--- src/rtl/alarm_pkg.sv ---
// Shared alarm-system definitions: countdown state encoding and value width.
// Also consumed by the anti-theft FSM and the time-parameter block.
package alarm_pkg;

  localparam int VALUE_W = 4;

  typedef enum logic [1:0] {
    IDLE  = 2'd0,
    COUNT = 2'd1,
    DONE  = 2'd2
  } alarm_state_e;

endpackage

--- src/rtl/tick_prescaler.sv ---
// Half-second prescaler: counts 0..CLK_FREQ/2-1 and strobes half_tick/full_tick
// combinationally in the wrap cycle; clear restarts the phase, hold freezes it.
module tick_prescaler #(
  parameter int CLK_FREQ = 50000000
) (
  input  logic clock,
  input  logic reset,
  input  logic clear,
  input  logic hold,
  output logic half_tick,
  output logic full_tick
);

  localparam int HALF  = CLK_FREQ / 2;
  localparam int CNT_W = (HALF > 1) ? $clog2(HALF) : 1;

  logic [CNT_W-1:0] cnt_q, cnt_d;
  logic             phase_q, phase_d;
  logic             wrap;

  assign wrap = (cnt_q == CNT_W'(HALF - 1));

  // NOTE: every output of an always_comb gets a default first so no path can infer a latch.
  always_comb begin
    cnt_d     = cnt_q;
    phase_d   = phase_q;
    half_tick = 1'b0;
    full_tick = 1'b0;
    if (clear) begin
      cnt_d   = '0;
      phase_d = 1'b0;
    end else if (!hold) begin
      if (wrap) begin
        cnt_d     = '0;
        phase_d   = ~phase_q;
        half_tick = 1'b1;
        full_tick = phase_q;
      end else begin
        cnt_d = cnt_q + CNT_W'(1);
      end
    end
  end

  // NOTE: state registers use non-blocking assignments so all flops update from pre-edge values.
  always_ff @(posedge clock) begin
    if (!reset) begin
      cnt_q   <= '0;
      phase_q <= 1'b0;
    end else begin
      cnt_q   <= cnt_d;
      phase_q <= phase_d;
    end
  end

endmodule

--- src/rtl/alarm_timer.sv ---
// Alarm countdown timer with 1 Hz / 2 Hz enables; reloads on each start_timer rising edge.
// Optional macro ALARM_TIMER_PAUSE_EN adds a hold input that freezes the countdown.
module alarm_timer
  import alarm_pkg::*;
#(
  parameter int CLK_FREQ = 50000000
) (
  input  logic               clock,
  input  logic               reset,
  input  logic               start_timer,
  input  logic [VALUE_W-1:0] value,
`ifdef ALARM_TIMER_PAUSE_EN
  input  logic               hold,
`endif
  output logic               expired,
  output logic               busy,
  output logic [VALUE_W-1:0] remaining,
  output logic               one_hz_enable,
  output logic               two_hz_enable
);

  alarm_state_e       state_q, state_d;
  logic [VALUE_W-1:0] remaining_q, remaining_d;
  logic               expired_q, busy_q, one_hz_q, two_hz_q;
  logic               start_hist_q;
  logic               start_edge, hold_w;
  logic               half_tick, full_tick;

`ifdef ALARM_TIMER_PAUSE_EN
  assign hold_w = hold;
`else
  assign hold_w = 1'b0;
`endif

  // History resets high so a start_timer held through reset must fall before it can load.
  assign start_edge = start_timer & ~start_hist_q;

  tick_prescaler #(
    .CLK_FREQ (CLK_FREQ)
  ) u_prescaler (
    .clock     (clock),
    .reset     (reset),
    .clear     (start_edge),
    .hold      (hold_w),
    .half_tick (half_tick),
    .full_tick (full_tick)
  );

  // A start edge outranks a coincident decrement; the prescaler clear suppresses that tick anyway.
  always_comb begin
    state_d     = state_q;
    remaining_d = remaining_q;
    if (start_edge) begin
      remaining_d = value;
      state_d     = (value == '0) ? DONE : COUNT;
    end else if (state_q == COUNT && full_tick && remaining_q != '0) begin
      remaining_d = remaining_q - VALUE_W'(1);
      if (remaining_q == VALUE_W'(1)) state_d = DONE;
    end
  end

  always_ff @(posedge clock) begin
    if (!reset) begin
      state_q      <= IDLE;
      remaining_q  <= '0;
      expired_q    <= 1'b0;
      busy_q       <= 1'b0;
      one_hz_q     <= 1'b0;
      two_hz_q     <= 1'b0;
      start_hist_q <= 1'b1;
    end else begin
      state_q      <= state_d;
      remaining_q  <= remaining_d;
      expired_q    <= ~start_edge & (state_q == DONE);
      busy_q       <= (state_q == COUNT);
      one_hz_q     <= full_tick;
      two_hz_q     <= half_tick;
      start_hist_q <= start_timer;
    end
  end

  assign expired       = expired_q;
  assign busy          = busy_q;
  assign remaining     = remaining_q;
  assign one_hz_enable = one_hz_q;
  assign two_hz_enable = two_hz_q;

endmodule

--- config.mk ---
export PLATFORM = sky130hd
export DESIGN_NAME = alarm_timer
export DESIGN_NICKNAME = d
export VERILOG_FILES = /design/src/rtl/alarm_pkg.sv /design/src/rtl/tick_prescaler.sv /design/src/rtl/alarm_timer.sv
export SDC_FILE = /design/constraint.sdc
export NUM_CORES = 1
export LEC_CHECK = 0
export CAP_MARGIN = 10
export CORE_MARGIN = 2
export CORE_UTILIZATION = 50
export CTS_CLUSTER_SIZE = 10
export DETAILED_ROUTE_END_ITERATION = 10
export GPL_ROUTABILITY_DRIVEN = 0
export HOLD_SLACK_MARGIN = 0.1
export PLACE_DENSITY = 0.72
export SLEW_MARGIN = 20
export SYNTH_ARGS = -nofsm -noshare
export SYNTH_HDL_FRONTEND = slang
export SYNTH_SLANG_ARGS = --single-unit
--- constraint.sdc ---
create_clock -name clock -period 2.7 [get_ports clock]
set_input_delay 0.81 -clock clock [delete_from_list [all_inputs] [get_ports clock]]
set_output_delay 0.81 -clock clock [all_outputs]
set_load 0.02 [all_outputs]
Yosys cells after proc, flatten, opt, wreduce, memory -nomap -nowiden
Index checks and enable logic that the tools add are counted.
Widths: inputs -> output; s select.
{"block": "op_classes", "bitwise": 6, "mux": 9, "n_addsub": 2, "n_reduce_logical": 9, "n_eq_ne": 4}
{"operator": "$add 25x1->25 const B", "count": 1}
{"operator": "$eq 25x25->1 const B", "count": 1}
{"operator": "$mux 2", "count": 4}
{"operator": "$mux 4", "count": 2}
{"operator": "$eq 4x1->1 const B", "count": 1}
{"operator": "$logic_not 4->1", "count": 1}
{"operator": "$not 1->1", "count": 4}
{"operator": "$reduce_bool 2->1", "count": 2}
{"operator": "$reduce_bool 4->1", "count": 1}
{"operator": "$sub 4x1->4 const B", "count": 1}
{"operator": "$mux 1", "count": 3}
{"operator": "$reduce_or 3->1", "count": 1}
{"operator": "$and 1x1->1", "count": 2}
{"operator": "$eq 2x1->1 const B", "count": 1}
{"operator": "$eq 2x2->1 const B", "count": 1}
{"operator": "$logic_and 1x1->1", "count": 2}
{"operator": "$reduce_and 2->1", "count": 1}
{"operator": "$reduce_or 2->1", "count": 1}
{"block": "word_totals", "out_inout_bits": 8, "wordCells": 39, "regBits": 37}

Depth between registers and ports, before layout
Gate-level depths: netlist of the first run.
{"block": "depth", "word_depth": 7, "depth_mapped": 8, "ltp_nobuf": 7}

Hierarchy
From an unflattened synthesis of the first run, not the netlist that was laid out.
{"block": "hier_totals", "hier_cells": 201, "hier_area_um2": 1775.5}
{"mod": "tick_prescaler", "area_each_um2": 1277.5, "cells_each": 147, "n_inst": 1}
{"mod": "alarm_timer", "area_each_um2": 498.0, "cells_each": 54, "n_inst": 1}

Worst setup path after synthesis of the first run
Ideal clock, no wire load.
{"block": "synth_timing", "kind": "reg2reg", "start": "register u_prescaler.cnt_q[0]", "end": "register u_prescaler.cnt_q[22]", "slack_ns": 0.579, "synth_period_minus_slack_ns": 2.121, "required_ns": 2.585, "setup_time_ns": 0.115, "t_arrival_ns": 2.007, "path_stages_with_launch": 9, "cell_sequence": "dfxtp_1 -> ha_1 -> nand2_1 -> or4_4 -> nor4_4 -> nand2b_1 -> buf_6 -> buf_6 -> nor2_1"}
{"block": "synth_between", "elab_chain_len": 2, "word_cells_on_any_way": 3, "cone_classes": "1 x add/sub; 1 x eq/ne; 1 x reduce/logical"}
{"element": "start, declared", "line": "tick_prescaler.sv:17", "text": "logic [CNT_W-1:0] cnt_q, cnt_d;"}
{"element": "start signal, assigned", "line": "tick_prescaler.sv:50", "text": "cnt_q <= cnt_d;"}
{"element": "branches (longest 2 deep; another with $add 25x1->25)"}
Parallel ways; which one is timed is not known.
A chain may end at the register's enable or synchronous reset.

Worst setup path in the final report of the first run
{"block": "layout_timing", "start": "register u_prescaler.cnt_q[0]", "end": "register u_prescaler.cnt_q[12]"}
Same word-level chain as after synthesis.

==> out/metrics.yaml, run 1 <==
period_needed_ps: 2350
synth_fp_nets: 204
grt_max_degree: 26
rows: 21
slew_viol_final: 0
core_area_um2: 3340
critPathLaunchType: "register"
drc: 0
min_path_type: "register to register"
rsz0062_at_grt: "no"
grt_pass1_wl_mm: 5.87
cts_resized: 0
path_cells: "ha_1 -> nand2_1 -> or4_4 -> nor4_4 -> nand2b_1 -> buf_4 -> nor2_1"
slowest_delay_ps: 580
cts_tree: "done"
end_kind: "register"
clock.fmax_ghz: 0.425
sw_frac_of_total_pct: 21.3
status: "finished clean"
synth_area_leaders: "dfxtp_1 (43%), xor2_1 (8.6%), nor2_1 (8.0%), xnor2_1 (4.0%), nand2_1 (3.2%)"
setup_viol: 0
firstDrtPassIters: 4
start_util_pct: 52.0
worst_slew_pin_slew_ps: 428
h-tree-depth: 2
cts_sinks: 37
vdd_ir_drop_max_v: 0.000342
synth_common_cells: "dfxtp_1 (37), nor2_1 (37), xor2_1 (17), nand2_1 (15), nand3_1 (10)"
ys_ff_latch: 37
synth_top_flop_cell: "dfxtp_1"
die_h_um: 62.9
hold_start: "u_prescaler.cnt_q[0]$_SDFF_PP0_"
hold_depth: 1
synth_area_um2: 1740
synth.avg_cell_area_um2: 8.95
dieArea_um2: 3960
critical_path_class: "register to register"
p_leak_nw: 0.762
grt_pass1_vias: 1458
max_cap_viol_count: 0
slew_headroom_pct: 71.4
yosysUniqueCellTypes: 39
synth_edf_count: 0
timing.final.ws_setup_ps: 349
dp_hpwl_mm: 2.36
grt_usage_pct: 18.2
netlist_instances: 194
vias_per_cell: 5.34
clock_path_buffers: 2
via_count: 1399
routed_wl_mm: 3.19
reg2reg_from: "u_prescaler.cnt_q[0]$_SDFF_PP0_"
ys_seq_area_share_pct: 42.7
skew_ps: 6.08
worstRegToRegCells: 7
path_clk_slew_ps: 110
combPwrFrac_pct: 7.4
r2r_slack_ps: 350
pwr-share-seq_pct: 54.7
layout-drive-gt1-share_pct: 10.2
wire_per_inst_um: 12.2
ys_async_sr_fraction_pct: 0
io_buffers: 14
antennaDiodeCount: 0
preCtsSetupSlack_ps: 350
cts_buffers: 5
yosysTopAreaCellShare_pct: 42.7
p_int_w: 0.000816
min_period_over_period_pct: 87.1
drtIter0Drc: 54
reg2reg_to: "u_prescaler.cnt_q[12]$_SDFF_PP0_"
die_w_um: 62.9
clock_latency_ps: 330
post-cts-setup-buffers: 0
path_max_fanout: 25
pwr_density_cell_nw_per_um2: 514
crit_path_top_delay_cell: "or4_4"
cts_hold_buf: 0
hold_viol_final: 0
grt-ovfl-total: 0
fin_setup_tns_ps: 0
timing.critical_path.buf_inv: 1
yosysWarnings: 0
synthToLayoutAreaGrowth_pct: 16.1
power_frac_clock_pct: 37.9
synth_largest_area_cell: "dfxtp_1"
critical_path_required_ps: 2920
fin_nets: 225
critical_path.top_delay_family: "simple AND/OR/NAND/NOR gates"
io_pins: 15
switchingPower_w: 0.000221
ant_nets: 0
holdPathEnd: "u_prescaler.cnt_q[0]$_SDFF_PP0_"
antenna_found_initial: 0
cts_root_buf: "clkbuf_4"
worst_ep_arrival_time_ps: 2570
==> area by class of cell <==
cell class / instances / area, µm²
Fill cell: 305 / 1320
Multi-Input combinational cell: 146 / 931
Sequential cell: 37 / 741
Timing Repair Buffer: 19 / 178
Tap cell: 46 / 57.6
Clock buffer: 7 / 55.1
Clock inverter: 1 / 30.0
Inverter: 6 / 22.5
==> sequential cells by signal, summed over array words and instances, names as in the netlist <==
signal and count:
busy 1, expired 1, one_hz_enable 1, remaining 4
start_hist_q 1, state_q 2, two_hz_enable 1, u_prescaler.cnt_q 25
u_prescaler.phase_q 1
==> cell usage in the layout, fill, tap and decap left out, types with 2 or more instances in the layout <==
| cell type | n |
|---|---|
| a21oi_1 | 4 |
| nand2_1 | 15 |
| nand3_1 | 10 |
| clkbuf_4 | 5 |
| clkdlybuf4s50_1 | 14 |
| nor2_1 | 37 |
| xnor2_1 | 8 |
| o21a_1 | 3 |
| nor4_1 | 5 |
| nor4_4 | 2 |
| a31oi_1 | 2 |
| nand2b_1 | 3 |
| inv_1 | 6 |
| and3_1 | 4 |
| ha_1 | 3 |
| buf_4 | 5 |
| nand4_1 | 8 |
| or4_4 | 2 |
| dfxtp_1 | 37 |
| nor3b_1 | 3 |
| xor2_1 | 17 |
| and2_1 | 2 |
==> metrics by stage <==
stage	hold slack (ps)	instance area [µm²]	total power [W]	util, %	std cells
5_1_grt	495	2010	0.00108	60.4	262
3_3_place_gp	433	1930	0.000654	57.8	254
2_1_floorplan	417	1740	0.000629	-	194
3_5_place_dp	440	1930	0.000657	57.8	254
4_1_cts	467	2010	0.00105	60.4	262
6_report	456	2010	0.00104	60.4	262
==> worst max-delay path by stage <==
stage / from / to / slack (ps) / cells past startpoint
global placement: u_prescaler.cnt_q[0]$_SDFF_PP0_ / u_prescaler.cnt_q[4]$_SDFF_PP0_ / 410 / 7
global route: u_prescaler.cnt_q[0]$_SDFF_PP0_ / u_prescaler.cnt_q[6]$_SDFF_PP0_ / 130 / 7
finish: u_prescaler.cnt_q[0]$_SDFF_PP0_ / u_prescaler.cnt_q[12]$_SDFF_PP0_ / 350 / 7
floorplan: u_prescaler.cnt_q[0]$_SDFF_PP0_ / u_prescaler.cnt_q[22]$_SDFF_PP0_ / 580 / 8
CTS: u_prescaler.cnt_q[0]$_SDFF_PP0_ / u_prescaler.cnt_q[19]$_SDFF_PP0_ / 320 / 7
detailed placement: u_prescaler.cnt_q[0]$_SDFF_PP0_ / u_prescaler.cnt_q[8]$_SDFF_PP0_ / 350 / 7
==> worst register-to-register path: stages, from the launching register on <==
cell and delay (ps):
dfxtp_1 370, ha_1 210, nand2_1 130, or4_4 580
nor4_4 430, nand2b_1 160, buf_4 260, nor2_1 90
==> layer usage <==
metal	vias up	routed length (µm)	global-route usage, %
met4	0	52	9.44
met5	-	0	0
li1	708	-	-
met2	20	1620	32.4
met3	5	142	5.77
met1	666	1380	19.1
==> power by group through the flow <==
stage / Combinational, W / Sequential (W) / Clock [W]
5_1_grt: 0.0000852 / 0.000569 / 0.000429
3_5_place_dp: 0.0000770 / 0.000580 / 0
2_1_floorplan: 0.0000455 / 0.000583 / 0
4_1_cts: 0.0000774 / 0.000567 / 0.000405
3_3_place_gp: 0.0000755 / 0.000579 / 0
6_report: 0.0000766 / 0.000567 / 0.000393
==> cells by family (layout without fill, tap and decap cells) <==
family / count (synthesis) / in the layout / synth area share [%]
AO/OA/AOI/OAI: 14 / 14 / 5.48
adder cells (fa/ha/maj): 3 / 3 / 2.16
XOR/XNOR: 25 / 25 / 12.6
flip-flops: 37 / 37 / 42.7
multiplexers: 1 / 1 / 0.577
buffers and inverters: 11 / 33 / 3.68
AND/OR/NAND/NOR: 103 / 103 / 32.8
Power figures use the tool's default switching activity.
==> inputs of run 2 (changes only) <==
- MAX_ROUTING_LAYER: not set -> met4
==> run 2 against run 1 <==
Effect of this change: utilization is the same; critical path depth is the same; largest power group unchanged; critical endpoint is now u_prescaler.cnt_q[8]$_SDFF_PP0_; via count grew 0.14%; clock power is essentially flat; global-route usage grew 0.51 points; wire length is essentially flat; non-clock buffer count is the same; critical path type unchanged; sequential share of layout area is the same; die area is the same; register-to-register slack is essentially flat.
==> out/metrics.yaml, run 2 (same netlist as run 1, synthesis figures left out) <==
regArea_um2: 741  # unchanged
drc: 0  # unchanged
worst_slew_pin_slew_ps: 428  # +0.000954 ps
core_area_um2: 3340  # unchanged
cts_tree: "done"
fillers: 305  # unchanged
crit_path_top_delay_cell: "or4_4"
finalPower_w: 0.00104  # about the same
clock_path_buffers: 2  # unchanged
finish.instance_area_um2: 2010  # unchanged
max_cap_viol_count: 0  # unchanged
path_cells: "ha_1 -> nand2_1 -> or4_4 -> nor4_4 -> nand2b_1 -> buf_4 -> nor2_1"
wire_per_inst_um: 12.2  # about the same
grt-ovfl-total: 0  # unchanged
grt_usage_pct: 18.8  # +0.51 points
cts_sinks: 37  # unchanged
antenna_found_initial: 0  # unchanged
utilization_pct: 60.4  # unchanged
status: "finished clean"
slew_viol_final: 0  # unchanged
crit_path_end: "u_prescaler.cnt_q[8]$_SDFF_PP0_"
antennaDiodeCount: 0  # unchanged
die_h_um: 62.9  # unchanged
slew_headroom_pct: 71.4  # unchanged
io_buffers: 14  # unchanged
dieArea_um2: 3960  # unchanged
critPathLaunchType: "register"
grt_pass1_wl_mm: 5.86  # -0.12%
clock_latency_ps: 330  # about the same
rows: 21  # unchanged
rsz0062_at_grt: "no"
reg2reg_to: "u_prescaler.cnt_q[8]$_SDFF_PP0_"
slowest_delay_ps: 580  # about the same
vias_per_cell: 5.35  # +0.14%
routed_wl_mm: 3.20  # about the same
cts_hold_buf: 0  # unchanged
cts_resized: 0  # unchanged
cts_root_buf: "clkbuf_4"
fin_nets: 225  # unchanged
path_clk_slew_ps: 110  # about the same
layout-drive-gt1-share_pct: 10.2  # unchanged
dpl_cell_area_um2: 1930  # unchanged
hold_depth: 1  # unchanged
io_pins: 15  # unchanged
vdd_ir_drop_max_v: 0.000342  # about the same
min_path_type: "register to register"
p_leak_nw: 0.762  # unchanged
worstRegToRegCells: 7  # unchanged
ant_nets: 0  # unchanged
layout_common_cells: "nor2_1 (37), dfxtp_1 (37), xor2_1 (17), nand2_1 (15), clkdlybuf4s50_1 (14)"
via_count: 1401  # +0.14%
post-cts-setup-buffers: 0  # unchanged
path_max_fanout: 25  # unchanged
largest-register: "u_prescaler.cnt_q"
h-tree-depth: 2  # unchanged
r2r_slack_ps: 350  # about the same
fin_setup_tns_ps: 0  # unchanged
critical_path_class: "register to register"
multi_input_area_um2: 931  # unchanged
cts_buffers: 5  # unchanged
grt_pass1_vias: 1459  # +0.069%
skew_ps: 6.03  # -0.0505 ps
largest_reg_flops: 25  # unchanged
end_kind: "register"
synthToLayoutAreaGrowth_pct: 16.1  # unchanged
worst_ep_arrival_time_ps: 2570  # about the same
start_util_pct: 52.0  # unchanged
hold_viol_final: 0  # unchanged
clock.fmax_ghz: 0.425  # about the same
critPathLaunch: "u_prescaler.cnt_q[0]$_SDFF_PP0_"
reg2reg_from: "u_prescaler.cnt_q[0]$_SDFF_PP0_"
firstDrtPassIters: 4  # unchanged
period_needed_ps: 2350  # +0.762 ps
die_w_um: 62.9  # unchanged
dp_hpwl_mm: 2.36  # unchanged
setup_viol: 0  # unchanged
hold_slack_ps: 456  # +0.00300 ps
critical_path_required_ps: 2920  # about the same
pwr_density_cell_nw_per_um2: 514  # about the same
drtIter0Drc: 54  # unchanged
grt_max_degree: 26  # unchanged
min_period_over_period_pct: 87.1  # about the same
## run 2: cell counts in the layout (fill, tap and decap cells not counted)
Identical to the previous run, type by type.
## run 2: area by class of cell
| cell class | count | share of cell area, % |
|---|---|---|
| well taps | 46 | 2.86 |
| flip-flops and latches | 37 | 36.8 |
| inverters | 6 | 1.12 |
| clock inverters | 1 | 1.49 |
| multi-input cells | 146 | 46.2 |
| clock buffers | 7 | 2.73 |
| repair buffers | 19 | 8.82 |
## run 2: metrics by stage
| stage | setup slack (ps) | cells |
|---|---|---|
| after global routing | 134 | 262 |
| after global placement | 410 | 254 |
| final | 348 | 262 |
| after floorplan | 579 | 194 |
| after detailed placement | 350 | 254 |
| after CTS | 319 | 262 |
## run 2: report_power, final
part           switching, W  internal [W]
registers         0.0000102      0.000556
logic             0.0000383     0.0000383
clock network      0.000172      0.000221
total              0.000220      0.000816
## run 2: worst min-delay path by stage
stage                               startpoint                              end  slack, ps
5_1_grt        u_prescaler.cnt_q[0]$_SDFF_PP0_  u_prescaler.cnt_q[0]$_SDFF_PP0_        500
3_3_place_gp   u_prescaler.cnt_q[0]$_SDFF_PP0_  u_prescaler.cnt_q[0]$_SDFF_PP0_        430
6_report       u_prescaler.cnt_q[0]$_SDFF_PP0_  u_prescaler.cnt_q[0]$_SDFF_PP0_        460
2_1_floorplan  u_prescaler.cnt_q[0]$_SDFF_PP0_  u_prescaler.cnt_q[0]$_SDFF_PP0_        420
3_5_place_dp   u_prescaler.cnt_q[0]$_SDFF_PP0_  u_prescaler.cnt_q[0]$_SDFF_PP0_        440
4_1_cts        u_prescaler.cnt_q[0]$_SDFF_PP0_  u_prescaler.cnt_q[0]$_SDFF_PP0_        470
## run 2: layer usage
metal  up-vias  track usage (%)  routed length [µm]
met4         0             9.44                  52
met3         5             5.77                 141
li1        709                -                   -
met5         -                -                   0
met1       667             19.1                1380
met2        20             32.4                1630
## run 2: critical path, delay by kind of cell (launching register included)
family | cells | cell delay [ps]
buf+inv | 1 | 260
fa+ha+maj | 1 | 210
flops | 1 | 370
simple gates | 5 | 1380
